**src/rtl/fsm_pkg.sv**
```systemverilog
// Shared definitions for the serial-pattern FSM blocks: pattern limits,
// the reset-time default pattern, cycle classification and fill-width helper.
package fsm_pkg;

    localparam int PAT_W_MIN = 2;
    localparam int PAT_W_MAX = 16;

    // Default pattern, right-aligned; truncated to PAT_W by the user.
    localparam logic [PAT_W_MAX-1:0] DEFAULT_PATTERN = 16'h0006;

    // What a given clock edge does to the Moore state.
    typedef enum logic [1:0] {
        CYC_IDLE   = 2'd0,
        CYC_SAMPLE = 2'd1,
        CYC_LOAD   = 2'd2
    } cyc_kind_e;

    // Width needed for a fill counter that must reach pat_w inclusive.
    function automatic int fill_width(input int pat_w);
        return $clog2(pat_w + 1);
    endfunction

endpackage

```
**src/rtl/sat_counter.sv**
```systemverilog
// Generic saturating up-counter with increment enable; holds at all-ones.
module sat_counter #(
    parameter int W = 8
) (
    input  logic         clk,
    input  logic         reset,
    input  logic         inc,
    output logic [W-1:0] count
);

    localparam logic [W-1:0] CNT_MAX = '1;

    logic [W-1:0] count_reg;
    logic [W-1:0] count_next;

    always_comb begin
        count_next = count_reg;
        if (inc && (count_reg != CNT_MAX)) begin
            count_next = count_reg + W'(1);
        end
    end

    always_ff @(posedge clk or negedge reset) begin
        if (!reset) begin
            count_reg <= '0;
        end else begin
            count_reg <= count_next;
        end
    end

    assign count = count_reg;

endmodule

```
**src/rtl/seq_detector_moore_p.sv**
```systemverilog
// Parametrised Moore serial-pattern detector with valid qualifier, run-time
// pattern reload, overlap/non-overlap mode and a saturating match counter.
module seq_detector_moore_p
    import fsm_pkg::*;
#(
    parameter int               PAT_W   = 4,
    parameter logic [PAT_W-1:0] PAT_RST = PAT_W'(DEFAULT_PATTERN),
    parameter int               CNT_W   = 8
) (
    input  logic             clk,
    input  logic             reset,
    input  logic             x,
    input  logic             x_valid,
    input  logic             overlap_en,
    input  logic             pat_load,
    input  logic [PAT_W-1:0] pat_in,
    output logic             z,
    output logic [CNT_W-1:0] match_cnt,
    output logic [PAT_W-1:0] pattern
);

    localparam int               FILL_W    = fill_width(PAT_W);
    localparam logic [FILL_W-1:0] FILL_FULL = FILL_W'(PAT_W);

    generate
        if ((PAT_W < PAT_W_MIN) || (PAT_W > PAT_W_MAX)) begin : g_bad_pat_w
            $error("seq_detector_moore_p: PAT_W out of range");
        end
    endgenerate

    logic [PAT_W-1:0]  hist_reg;
    logic [PAT_W-1:0]  hist_next;
    logic [FILL_W-1:0] fill_reg;
    logic [FILL_W-1:0] fill_next;
    logic [PAT_W-1:0]  pattern_reg;
    logic [PAT_W-1:0]  pattern_next;
    logic              z_reg;
    logic              z_next;

    cyc_kind_e         cyc_kind;
    logic [PAT_W-1:0]  hist_shift;
    logic [FILL_W-1:0] fill_adv;
    logic [PAT_W-1:0]  bit_eq;
    logic              match;

    // A load always wins; the bit presented alongside it is discarded.
    always_comb begin
        cyc_kind = CYC_IDLE;
        if (pat_load) begin
            cyc_kind = CYC_LOAD;
        end else if (x_valid) begin
            cyc_kind = CYC_SAMPLE;
        end
    end

    assign hist_shift = {hist_reg[PAT_W-2:0], x};
    assign fill_adv   = (fill_reg == FILL_FULL) ? FILL_FULL : fill_reg + FILL_W'(1);

    genvar gi;
    generate
        for (gi = 0; gi < PAT_W; gi++) begin : g_bit_cmp
            assign bit_eq[gi] = ~(hist_shift[gi] ^ pattern_reg[gi]);
        end
    endgenerate

    // Matching on the post-shift state keeps z purely a function of registers.
    assign match = (cyc_kind == CYC_SAMPLE) && (fill_adv == FILL_FULL) && (&bit_eq);

    always_comb begin
        hist_next    = hist_reg;
        fill_next    = fill_reg;
        pattern_next = pattern_reg;
        z_next       = z_reg;
        case (cyc_kind)
            CYC_LOAD: begin
                pattern_next = pat_in;
                hist_next    = '0;
                fill_next    = '0;
                z_next       = 1'b0;
            end
            CYC_SAMPLE: begin
                hist_next = hist_shift;
                fill_next = (match && !overlap_en) ? '0 : fill_adv;
                z_next    = match;
            end
            default: begin
            end
        endcase
    end

    always_ff @(posedge clk or negedge reset) begin
        if (!reset) begin
            hist_reg    <= '0;
            fill_reg    <= '0;
            pattern_reg <= PAT_RST;
            z_reg       <= 1'b0;
        end else begin
            hist_reg    <= hist_next;
            fill_reg    <= fill_next;
            pattern_reg <= pattern_next;
            z_reg       <= z_next;
        end
    end

    sat_counter #(
        .W (CNT_W)
    ) u_match_cnt (
        .clk   (clk),
        .reset (reset),
        .inc   (match),
        .count (match_cnt)
    );

    assign z       = z_reg;
    assign pattern = pattern_reg;

endmodule

```
**config.mk**
```make
export PLATFORM = sky130hd
export DESIGN_NAME = seq_detector_moore_p
export DESIGN_NICKNAME = d
export VERILOG_FILES = /design/src/rtl/fsm_pkg.sv /design/src/rtl/sat_counter.sv /design/src/rtl/seq_detector_moore_p.sv
export SDC_FILE = /design/constraint.sdc
export NUM_CORES = 1
export LEC_CHECK = 0
export ABC_AREA = 1
export BUFFER_PORTS_ARGS = -buffer_cell sky130_fd_sc_hd__clkbuf_2
export CAP_MARGIN = 30
export CORE_MARGIN = 2
export CORE_UTILIZATION = 40
export CTS_CLUSTER_DIAMETER = 30
export CTS_CLUSTER_SIZE = 20
export DETAILED_ROUTE_END_ITERATION = 8
export HOLD_SLACK_MARGIN = 0.12
export PLACE_DENSITY_LB_ADDON = 0.25
export SETUP_SLACK_MARGIN = 0.2
export SYNTH_ARGS = -nofsm -noshare
export SYNTH_HDL_FRONTEND = slang
export SYNTH_SLANG_ARGS = --single-unit
```
**constraint.sdc**
```tcl
create_clock -name clk -period 1.8 [get_ports clk]
set_input_delay 0.18 -clock clk [delete_from_list [all_inputs] [get_ports clk]]
set_output_delay 0.18 -clock clk [all_outputs]
set_load 0.1 [all_outputs]
```
==> run summary <==
The slowest stage of the critical path is the dfstp_4 cell. The worst-case IR drop observed on VDD is 474 uV. The total nets after synthesis was 158; the worst max-slew margin expressed relative to the limit was 64.0%.

The endpoint identified for the worst register-to-register timing path is u_match_cnt.count[4]. The clock net sink count was 19; the transition time of the tightest slew-check pin was 0.542 ns. Pin placement for this block handled 23 I/O pins.

Dividing the synthesized area by the synthesized cell count gives 7.83 sq um. Summed over all cells, the static leakage comes to 0.729 nW. The beginning of the worst hold path was pat_load. For the number of warnings issued by yosys, the log shows 0.

The logs give 1740 um for the detailed-placement wirelength estimate and 0 for the antenna diode count. The classification of the worst setup path is reg -> out. The flip-flop count of the largest register, all copies and words added works out to 8. Setup repair after global routing left no endpoint under its margin. Summing every instance area after synthesis gives 1130 sq um.

In the final timing run, aggregate negative setup slack is 0 ns. The portion of the post-synthesis area used by sequential elements was 42.1%. For the worst setup path, the data required time is 1.62 ns.

The worst register-to-register path begins at fill_reg[0]. The worst hold path depth works out to 3. In this run the worst hold path is classified as in -> reg. The kind of end point of the critical path is a primary output. The flow ran to the end, and the final reports show no timing, DRC or antenna violations. Total routed wirelength: 2280 um. The run gives 988 as the vias after detailed routing. The tools report the root buffer cell as clkbuf_4. Routability-driven placement finished with a final weighted congestion of 0.868.

Counting distinct cell types in the post-synthesis netlist gives 26. The H-tree depth was 1; the highest attainable clock frequency was 0.641 GHz. Leaving out fill and tap cells, the most frequent cell in the layout is nand2_1.

The tools report the number of nets still failing antenna checks after routing as 0. The run gives 31 as the DRC violation total after the first TritonRoute iteration. Counting flops and latches in the post-synthesis netlist gives 19.

The routed length per placed instance came out at 11.1 um. The routed design could run at a clock period as short as 1.56 ns. The die height is 57.3 um, and the overall track demand over capacity in global routing is 15.5%. For the die area, the log shows 3280 sq um.

The number of buffers and inverters on the critical path works out to 1. The layout filler cell count was 263; the pin count of the biggest net entering global routing was 20. The number of failing hold endpoints at the final stage is 0. After layout, the worst path uses 86.7% of the clock period. The clock arrives with 0.00429 ns of skew. The run gives 2730 sq um as the core outline area.

Setup violations remaining at the end of the flow were counted as 0. The width of the die is 57.3 um. The initial core utilization was 41.5%; the count of input and output buffers was 22.

Power density over cell area: 625 nW/um^2. The worst setup path is launched from a register. The run gives 0 as the final number of max-transition violations. The clock-pin slew on the worst setup and hold paths works out to 0.11 ns. Post-CTS timing repair inserted 0 buffers for setup.

The number of buffers inserted during clock tree synthesis is 3. Number of buffers on the longest clock path: 2. The maximum net fanout on the critical path is 3, and the depth of the worst register-to-register path is 7. Latest clock arrival within the worst-skew pair: 0.29 ns. The dominant delay contributor by cell family on the critical path is flip-flops.

The tool flagged a number of max-cap violations equal to 0. Final hold analysis gives a worst-case slack of 0.172 ns. The end point of the most critical hold path was pattern[1]. The area growth from synthesis to layout was 22.6%. The largest single stage delay on the critical path is 0.64 ns.

The proportion of layout cells with a drive suffix above 1 works out to 29.9%. The signal on the critical path passes through clkbuf_2. For the number of instances in the synthesized netlist, the log shows 145. The top cell types in the final layout, fill and taps aside, are 47 x nand2_1, 21 x clkbuf_2, 18 x inv_1, 12 x nand3_1, 11 x nor2_1. Using the TritonRoute via totals, the vias-per-cell ratio works out to 4.82. The initialized floorplan defines 19 standard-cell rows.

The tools report the critical path data arrival time as 1.38 ns. The first detailed-routing pass ran for 4 iterations. TritonCTS built the clock tree. Global routing finished with a remaining overflow of 0. The run gives 4080 um as the global-route wire length before repair. The worst register-to-register path has a setup slack of 0.29 ns. Via count of the first global-routing pass: 930. For this run, design rule violations remaining after detail routing come to 0. The number of antenna violations at the first check in global routing was 0; the layout net count was 188.
-- cell usage after synthesis, drive strengths merged --
| library cell | n | share of area [%] |
|---|---|---|
| nand3 | 16 | 8.4 |
| dfrtp | 17 | 37 |
| o22ai | 3 | 1.7 |
| nand4 | 3 | 3.0 |
| inv | 20 | 6.8 |
| nand2 | 49 | 17 |
| clkinv | 1 | 0.44 |
| o21ai | 8 | 3.9 |
| nor2 | 13 | 5.2 |
| clkbuf | 1 | 0.44 |
| xor2 | 3 | 2.3 |
| ha | 3 | 3.3 |
| xnor2 | 2 | 1.5 |
| nor3 | 1 | 0.44 |
| nand3b | 2 | 2.4 |
| dfstp | 2 | 4.6 |
| buf | 1 | 0.99 |
-- how the worst max path moves through the flow --
stage                         start  depth (start not counted)  slack, ns                   end
2_1_floorplan  u_match_cnt.count[7]                          4       0.21  u_match_cnt.count[7]
3_3_place_gp            fill_reg[0]                          7       0.22  u_match_cnt.count[2]
3_5_place_dp            fill_reg[0]                          7       0.16  u_match_cnt.count[2]
4_1_cts                 fill_reg[0]                          7       0.20  u_match_cnt.count[4]
5_1_grt                  pattern[1]                          6       0.19  u_match_cnt.count[0]
6_report                 pattern[1]                          1       0.24            pattern[1]
-- cell families after synthesis --
family	count (synthesis)	synth area share (%)
adder cells (fa/ha/maj)	3	3.31
buffers and inverters	23	8.71
AO/OA/AOI/OAI	11	5.51
flip-flops	19	42.1
AND/OR/NAND/NOR	84	36.5
XOR/XNOR	5	3.86
-- timing repair --
item,in CTS,in global routing
resized for setup,1,3
setup endpoints to repair,8,9
hold endpoints to repair,21,0
hold buffers,5,0
pin swaps,0,2
-- routing by layer --
| metal | track usage, % | share of wire, % | wire length [um] |
|---|---|---|---|
| met4 | 5.98 | 0.97 | 22 |
| met3 | 2.27 | 2.5 | 58 |
| met5 | 0 | 0 | 0 |
| met1 | 22.5 | 47 | 1070 |
| met2 | 23.6 | 49 | 1120 |
-- layout make-up --
class                           count  area, sq um  share of cell area, %
Timing Repair Buffer               27          160                   11.5
Clock inverter                      1         5.00                  0.360
Inverter                           21         82.6                   5.94
Clock buffer                        3         22.5                   1.62
Tap cell                           31         38.8                   2.79
Multi-Input combinational cell    103          581                   41.7
Sequential cell                    19          502                   36.1
-- power breakdown --
group          internal (mW)  total [mW]  switching, mW
clock network         0.0826       0.215          0.132
registers              0.449       0.462         0.0131
logic                 0.0505       0.193          0.142
total                  0.582       0.869          0.287
-- tightest hold or removal path, delay by kind of cell --
family,cells,cell delay (ns)
buf+inv,1,0.16
simple gates,2,0.13
-- stage by stage --
step / worst slack, ns / cell area [sq um] / util [%] / power, mW / cells
2_1_floorplan: 0.210 / 1170 / - / 0.610 / 145
3_3_place_gp: 0.224 / 1300 / 47.7 / 0.648 / 196
3_5_place_dp: 0.156 / 1300 / 47.7 / 0.652 / 196
4_1_cts: 0.203 / 1390 / 50.7 / 0.883 / 205
5_1_grt: 0.192 / 1390 / 50.9 / 0.924 / 205
6_report: 0.239 / 1390 / 50.9 / 0.869 / 205
(Power assumes the default switching activity.)
